### src/rtl/mem_lsu.sv
// ============================================================================
// Module   : mem_lsu
// Purpose  : MEM-stage load/store unit. Decodes the decoder's memory control
//            fields, runs one request/acknowledge transaction on the data
//            bus with byte-lane steering, formats load data (sign/zero
//            extension), aborts on a bus timeout and stalls the pipeline
//            while an access is in flight.
// Ports    : clk_i, rst_n_i            clock / async active-low reset
//            mem_read_i, load_type_i   load request and funct3
//            mem_write_i, store_type_i store request and funct3
//            addr_i, wdata_i           effective address, store data (rs2)
//            flush_i                   squash current MEM instruction
//            stall_o                   pipeline hold (combinational)
//            rdata_o, rdata_valid_o    formatted load result (registered)
//            misalign_o                misaligned access (combinational)
//            access_fault_o            illegal type or bus timeout
//            bus_req_o, bus_we_o, bus_addr_o, bus_be_o, bus_wdata_o
//                                      registered bus request side
//            bus_ack_i, bus_rdata_i    bus completion and read word
// Revision : 1.0 - initial release
// ============================================================================
`default_nettype none

module mem_lsu #(
    parameter int unsigned TIMEOUT = 255
) (
    input  logic        clk_i,
    input  logic        rst_n_i,
    input  logic        mem_read_i,
    input  logic [2:0]  load_type_i,
    input  logic        mem_write_i,
    input  logic [2:0]  store_type_i,
    input  logic [31:0] addr_i,
    input  logic [31:0] wdata_i,
    input  logic        flush_i,
    output logic        stall_o,
    output logic [31:0] rdata_o,
    output logic        rdata_valid_o,
    output logic        misalign_o,
    output logic        access_fault_o,
    output logic        bus_req_o,
    output logic        bus_we_o,
    output logic [31:0] bus_addr_o,
    output logic [3:0]  bus_be_o,
    output logic [31:0] bus_wdata_o,
    input  logic        bus_ack_i,
    input  logic [31:0] bus_rdata_i
);

    localparam int unsigned CW = (TIMEOUT > 1) ? $clog2(TIMEOUT) : 1;
    localparam logic [CW-1:0] CNT_LAST = CW'(TIMEOUT - 1);

    localparam logic [1:0] IDLE = 2'd0;
    localparam logic [1:0] BUSY = 2'd1;
    localparam logic [1:0] RESP = 2'd2;

    // Access size encoding
    localparam logic [1:0] SZ_BYTE = 2'd0;
    localparam logic [1:0] SZ_HALF = 2'd1;
    localparam logic [1:0] SZ_WORD = 2'd2;

    logic [1:0]    state_q, state_d;
    logic [CW-1:0] cnt_q, cnt_d;
    logic          bus_req_q, bus_req_d;
    logic          bus_we_q, bus_we_d;
    logic [31:0]   bus_addr_q, bus_addr_d;
    logic [3:0]    bus_be_q, bus_be_d;
    logic [31:0]   bus_wdata_q, bus_wdata_d;
    logic [31:0]   rdata_q, rdata_d;
    logic          rdata_valid_q, rdata_valid_d;
    logic          fault_q, fault_d;
    logic          flush_q, flush_d;
    logic          is_load_q, is_load_d;
    logic [1:0]    addr_lo_q, addr_lo_d;
    logic [1:0]    size_q, size_d;
    logic          unsigned_q, unsigned_d;

    // ------------------------------------------------------------------
    // Request decode
    // ------------------------------------------------------------------
    logic        w_access;
    logic        w_legal;
    logic [1:0]  w_size;
    logic        w_unsigned;
    logic        w_aligned;
    logic        w_idle;
    logic        w_start;
    logic [3:0]  w_be;
    logic [31:0] w_wdata;

    assign w_access = mem_read_i | mem_write_i;

    // A load wins when both MemRead and MemWrite are set.
    always_comb begin
        w_legal    = 1'b1;
        w_size     = SZ_WORD;
        w_unsigned = 1'b0;
        if (mem_read_i) begin
            case (load_type_i)
                3'b000:  w_size = SZ_BYTE;
                3'b001:  w_size = SZ_HALF;
                3'b010:  w_size = SZ_WORD;
                3'b100: begin
                    w_size     = SZ_BYTE;
                    w_unsigned = 1'b1;
                end
                3'b101: begin
                    w_size     = SZ_HALF;
                    w_unsigned = 1'b1;
                end
                default: w_legal = 1'b0;
            endcase
        end else begin
            case (store_type_i)
                3'b000:  w_size = SZ_BYTE;
                3'b001:  w_size = SZ_HALF;
                3'b010:  w_size = SZ_WORD;
                default: w_legal = 1'b0;
            endcase
        end
    end

    always_comb begin
        case (w_size)
            SZ_BYTE: w_aligned = 1'b1;
            SZ_HALF: w_aligned = ~addr_i[0];
            default: w_aligned = (addr_i[1:0] == 2'b00);
        endcase
    end

    always_comb begin
        case (w_size)
            SZ_BYTE: begin
                w_be    = 4'b0001 << addr_i[1:0];
                w_wdata = {4{wdata_i[7:0]}};
            end
            SZ_HALF: begin
                w_be    = addr_i[1] ? 4'b1100 : 4'b0011;
                w_wdata = {2{wdata_i[15:0]}};
            end
            default: begin
                w_be    = 4'b1111;
                w_wdata = wdata_i;
            end
        endcase
    end

    assign w_idle  = (state_q == IDLE);
    assign w_start = w_idle & w_access & w_legal & w_aligned & ~flush_i;

    // ------------------------------------------------------------------
    // Load data formatting from the lane captured at request time
    // ------------------------------------------------------------------
    logic [31:0] w_shifted;
    logic [31:0] w_fmt;

    assign w_shifted = bus_rdata_i >> {addr_lo_q, 3'b000};

    always_comb begin
        case (size_q)
            SZ_BYTE: w_fmt = {{24{w_shifted[7] & ~unsigned_q}}, w_shifted[7:0]};
            SZ_HALF: w_fmt = {{16{w_shifted[15] & ~unsigned_q}}, w_shifted[15:0]};
            default: w_fmt = bus_rdata_i;
        endcase
    end

    // ------------------------------------------------------------------
    // Transaction FSM
    // ------------------------------------------------------------------
    always_comb begin
        state_d       = state_q;
        cnt_d         = cnt_q;
        bus_req_d     = bus_req_q;
        bus_we_d      = bus_we_q;
        bus_addr_d    = bus_addr_q;
        bus_be_d      = bus_be_q;
        bus_wdata_d   = bus_wdata_q;
        rdata_d       = rdata_q;
        rdata_valid_d = 1'b0;
        fault_d       = 1'b0;
        flush_d       = flush_q;
        is_load_d     = is_load_q;
        addr_lo_d     = addr_lo_q;
        size_d        = size_q;
        unsigned_d    = unsigned_q;

        case (state_q)
            IDLE: begin
                if (w_start) begin
                    state_d    = BUSY;
                    cnt_d      = '0;
                    bus_req_d  = 1'b1;
                    bus_we_d   = ~mem_read_i;
                    bus_addr_d = {addr_i[31:2], 2'b00};
                    bus_be_d   = w_be;
                    if (!mem_read_i) begin
                        bus_wdata_d = w_wdata;
                    end
                    flush_d    = 1'b0;
                    is_load_d  = mem_read_i;
                    addr_lo_d  = addr_i[1:0];
                    size_d     = w_size;
                    unsigned_d = w_unsigned;
                end
            end

            BUSY: begin
                // A flush never abandons the bus cycle; it only silences RESP.
                if (flush_i) begin
                    flush_d = 1'b1;
                end
                if (bus_ack_i) begin
                    state_d   = RESP;
                    bus_req_d = 1'b0;
                    bus_we_d  = 1'b0;
                    if (is_load_q) begin
                        rdata_d = w_fmt;
                    end
                    rdata_valid_d = is_load_q & ~flush_q & ~flush_i;
                end else if (cnt_q == CNT_LAST) begin
                    state_d   = RESP;
                    bus_req_d = 1'b0;
                    bus_we_d  = 1'b0;
                    rdata_d   = '0;
                    fault_d   = ~flush_q & ~flush_i;
                end else begin
                    cnt_d = cnt_q + 1'b1;
                end
            end

            RESP: begin
                state_d = IDLE;
                cnt_d   = '0;
            end

            default: begin
                state_d   = IDLE;
                cnt_d     = '0;
                bus_req_d = 1'b0;
                bus_we_d  = 1'b0;
            end
        endcase
    end

    always_ff @(posedge clk_i or negedge rst_n_i) begin
        if (!rst_n_i) begin
            state_q       <= IDLE;
            cnt_q         <= '0;
            bus_req_q     <= 1'b0;
            bus_we_q      <= 1'b0;
            bus_addr_q    <= '0;
            bus_be_q      <= '0;
            bus_wdata_q   <= '0;
            rdata_q       <= '0;
            rdata_valid_q <= 1'b0;
            fault_q       <= 1'b0;
            flush_q       <= 1'b0;
            is_load_q     <= 1'b0;
            addr_lo_q     <= '0;
            size_q        <= SZ_BYTE;
            unsigned_q    <= 1'b0;
        end else begin
            state_q       <= state_d;
            cnt_q         <= cnt_d;
            bus_req_q     <= bus_req_d;
            bus_we_q      <= bus_we_d;
            bus_addr_q    <= bus_addr_d;
            bus_be_q      <= bus_be_d;
            bus_wdata_q   <= bus_wdata_d;
            rdata_q       <= rdata_d;
            rdata_valid_q <= rdata_valid_d;
            fault_q       <= fault_d;
            flush_q       <= flush_d;
            is_load_q     <= is_load_d;
            addr_lo_q     <= addr_lo_d;
            size_q        <= size_d;
            unsigned_q    <= unsigned_d;
        end
    end

    // ------------------------------------------------------------------
    // Outputs
    // ------------------------------------------------------------------
    assign stall_o        = w_start | (state_q == BUSY);
    assign misalign_o     = w_idle & w_access & w_legal & ~w_aligned;
    // fault_q is only ever high during the RESP cycle of a timed-out access.
    assign access_fault_o = (w_idle & w_access & ~w_legal) | fault_q;
    assign rdata_o        = rdata_q;
    assign rdata_valid_o  = rdata_valid_q;
    assign bus_req_o      = bus_req_q;
    assign bus_we_o       = bus_we_q;
    assign bus_addr_o     = bus_addr_q;
    assign bus_be_o       = bus_be_q;
    assign bus_wdata_o    = bus_wdata_q;

endmodule

`default_nettype wire

### config.mk
export PLATFORM = sky130hd
export DESIGN_NAME = mem_lsu
export DESIGN_NICKNAME = d
export VERILOG_FILES = /design/src/rtl/mem_lsu.sv
export SDC_FILE = /design/constraint.sdc
export NUM_CORES = 1
export LEC_CHECK = 0
export ABC_AREA = 1
export CAP_MARGIN = 10
export CORE_ASPECT_RATIO = 0.8
export CORE_MARGIN = 5
export CORE_UTILIZATION = 40
export CTS_BUF_LIST = sky130_fd_sc_hd__clkbuf_16
export DETAILED_ROUTE_END_ITERATION = 10
export HOLD_SLACK_MARGIN = 0.1
export PLACE_DENSITY = 0.73
export REMOVE_ABC_BUFFERS = 1
export SYNTH_ARGS = -nofsm -noshare
export SYNTH_HDL_FRONTEND = slang
export SYNTH_SLANG_ARGS = --single-unit
export TNS_END_PERCENT = 20
### constraint.sdc
create_clock -name clk_i -period 2.35 [get_ports clk_i]
set_input_delay 0.5875 -clock clk_i [delete_from_list [all_inputs] [get_ports clk_i]]
set_output_delay 0.5875 -clock clk_i [all_outputs]
set_load 0.02 [all_outputs]
==> impl_metrics.json <==
{
  "yosysWarnings": 0,
  "antenna_found_initial": 0,
  "post-route-period-util_pct": 96.6,
  "clock_path_buffers": 2,
  "drt_wl_total_um": 19700,
  "io_pins": 214,
  "cts_inserted_buffers": 17,
  "synth_cell_types": 33,
  "grt.total_usage_pct": 22.9,
  "clock_latency_ps": 410,
  "finalSetupTns_ps": 0,
  "synth-seq-cells": 119,
  "holdWs_ps": 137,
  "area_growth_pct": 53.1,
  "tritoncts": "yes",
  "fin_nets": 1117,
  "critPathLaunchType": "primary input",
  "rows": 39,
  "synth_area_per_cell_um2": 7.57,
  "async_flop_share_pct": 100,
  "worstMarginPinSlew_ps": 733,
  "drc": 0,
  "multi_input_comb_area_um2": 2560,
  "synth_area_um2": 5850,
  "crit_path_end_kind": "output port",
  "viasPerCell": 4.94,
  "seq_area_um2": 2980,
  "cp.required_ps": 1760,
  "grt_first_pass_wirelength_um": 31700,
  "ys_top_cells_by_area": "dfrtp_1 (51%), nand2_1 (24%), nand3_1 (7.3%), nor2_1 (2.4%), inv_1 (2.1%)",
  "max_freq_ghz": 0.441,
  "grt_max_degree": 50,
  "setup_viol": 0,
  "clock-skew-final_ps": 5.67,
  "yosysSeqAreaShare_pct": 50.9,
  "final.min_clock_period_ps": 2270,
  "holdBufCountCts": 0,
  "die_h_um": 118,
  "path_cells": "clkdlybuf4s15_1 -> inv_2 -> buf_4 -> nand2_2 -> nand2_2 -> nand2_4 -> nand2_2 -> nand2_2 -> nand2_2 -> buf_6",
  "cp_slowest_stage_delay_ps": 260,
  "synthCells": 773,
  "via_count": 5944,
  "drv_slew": 0,
  "synth_top_area_share_pct": 50.9,
  "p_leak_uw": 0.00454,
  "h-tree-depth": 4,
  "grt_pass1_vias": 5891,
  "cp_slowest_cell": "clkdlybuf4s15_1",
  "power_density_nw_per_um2": 1100,
  "ir_drop_mv": 0.794,
  "dr_wl_met2_um": 8490,
  "overflow": 0,
  "cp_common_cell": "nand2_2",
  "crit_type": "primary input to output port",
  "dp.cells": 1169,
  "relSlewSlack_pct": 51.0,
  "clkTransAtPathRegs_ps": 50,
  "synth_area_leader_cell": "dfrtp_1",
  "timing.max_cap.violations": 0,
  "dp_hpwl_um": 14400,
  "synth_ff_type": "dfrtp_1",
  "n_antenna_cell": 0,
  "nFillCells": 1252,
  "cts_root_buf": "clkbuf_16",
  "die_w_um": 145,
  "port_buffers": 211,
  "met3_length_um": 2180,
  "coreArea_um2": 14300,
  "finalWeightedCongestion": 0.860,
  "highest_layer": "met4",
  "drive_gt1_share_pct": 9.22,
  "crit_path_max_fanout": 5,
  "start_util_pct": 40.9,
  "first_pass_iters": 5,
  "dieArea_um2": 17200,
  "min-delay-path-class": "primary input to async pin",
  "critical_path_buf_inv_count": 4,
  "finalHoldViolCount": 0,
  "run_status": "finished clean",
  "met1Wirelength_um": 8880,
  "fin_cells": 1203,
  "wl_per_cell_um": 16.4,
  "ant_nets": 0,
  "worstPathArrival_ps": 1680,
  "cts_sinks": 119,
  "synth_edf_count": 0,
  "first_iter_violations": 383,
  "path_delay_family": "buffers and inverters"
}
-- path summary, 6_finish.rpt --
check / slack [ps] / cells past startpoint / endpoint / start
setup / recovery: 80 / 10 / stall_o / mem_read_i
hold / removal: 140 / 1 / bus_wdata_o[22] / rst_n_i
setup reg to reg: 350 / 10 / size_q[1] / state_q[0]
hold reg to reg: 460 / 1 / rdata_valid_o / flush_q
max in group asynchronous: 1650 / 2 / cnt_q[5] / rst_n_i
min in group clk_i: 460 / 1 / rdata_valid_o / flush_q
-- state kept, by name (all words and copies together), names as in the netlist --
register,flops
rdata_valid_o,1
addr_lo_q,2
bus_wdata_o,32
cnt_q,8
size_q,2
bus_we_o,1
bus_req_o,1
fault_q,1
bus_be_o,4
bus_addr_o,30
flush_q,1
state_q,2
rdata_o,32
is_load_q,1
unsigned_q,1
-- layer usage --
layer	GRT usage, %	vias to the layer above
met3	8.72	16
li1	-	2926
met4	5.36	0
met5	0	-
met2	34.0	242
met1	31.8	2760
-- timing repair --
| action | CTS | global route |
|---|---|---|
| setup endpoints to repair | 3 | 27 |
| pin swaps | 1 | 9 |
| buffers inserted | 0 | 3 |
| gates resized for setup | 19 | 13 |
-- cells in the mapped netlist (all sizes together) (3+ instances only) --
library cell,instances
inv,36
dfrtp,119
buf,20
xor2,3
nor2,38
nand2,376
o21ai,23
a21oi,18
o22ai,7
o2111ai,5
o211ai,10
clkbuf,17
nand3,85
-- metrics by stage --
stage          total power [µW]  worst slack (ps)  cell area [µm²]  util, %
5_1_grt                   10400             -6.56             8960     62.7
4_1_cts                    9910             -75.9             8910     62.4
3_5_place_dp               7330              -692             8350     58.4
3_3_place_gp               7280              -676             8350     58.4
6_report                   9840              81.0             8960     62.7
2_1_floorplan              5110              -457             5650        -
-- power breakdown --
group | switching [µW] | leakage [µW] | internal (µW)
Sequential | 456 | 0.00151 | 2750
Clock | 899 | 0.000281 | 1630
Combinational | 2260 | 0.00275 | 1850
-- kinds of logic after synthesis --
logic type / count (synthesis) / share of synthesized area (%)
AND/OR/NAND/NOR: 505 / 35.0
multiplexers: 1 / 0.171
other: 1 / 0.0641
AO/OA/AOI/OAI: 66 / 6.88
flip-flops: 119 / 50.9
buffers and inverters: 74 / 5.88
XOR/XNOR: 5 / 0.748
adder cells (fa/ha/maj): 2 / 0.427
-- final cells by class --
type / instances / share of cell area [%]
clock buffers: 17 / 4.75
clock inverters: 14 / 1.59
inverters: 37 / 1.56
multi-input cells: 581 / 28.6
flip-flops and latches: 119 / 33.2
well taps: 184 / 2.57
repair buffers: 251 / 27.7
-- placed cells by master, fill, tap and decap left out, types with 4 or more instances in the layout --
master	synthesis	layout
inv_2	4	4
o2111ai_1	5	5
clkdlybuf4s50_1	0	199
buf_12	0	6
clkinv_1	0	4
dfrtp_1	119	119
nand2_1	369	367
o22ai_1	7	7
nand3_1	85	83
clkinv_2	1	4
clkbuf_16	0	17
nor2_1	37	34
o21ai_0	21	21
o211ai_1	9	9
dlymetal6s2s_1	0	4
buf_4	9	36
a21oi_1	18	18
inv_1	32	34
nand2_2	6	8
Power figures use the tool's default switching activity.
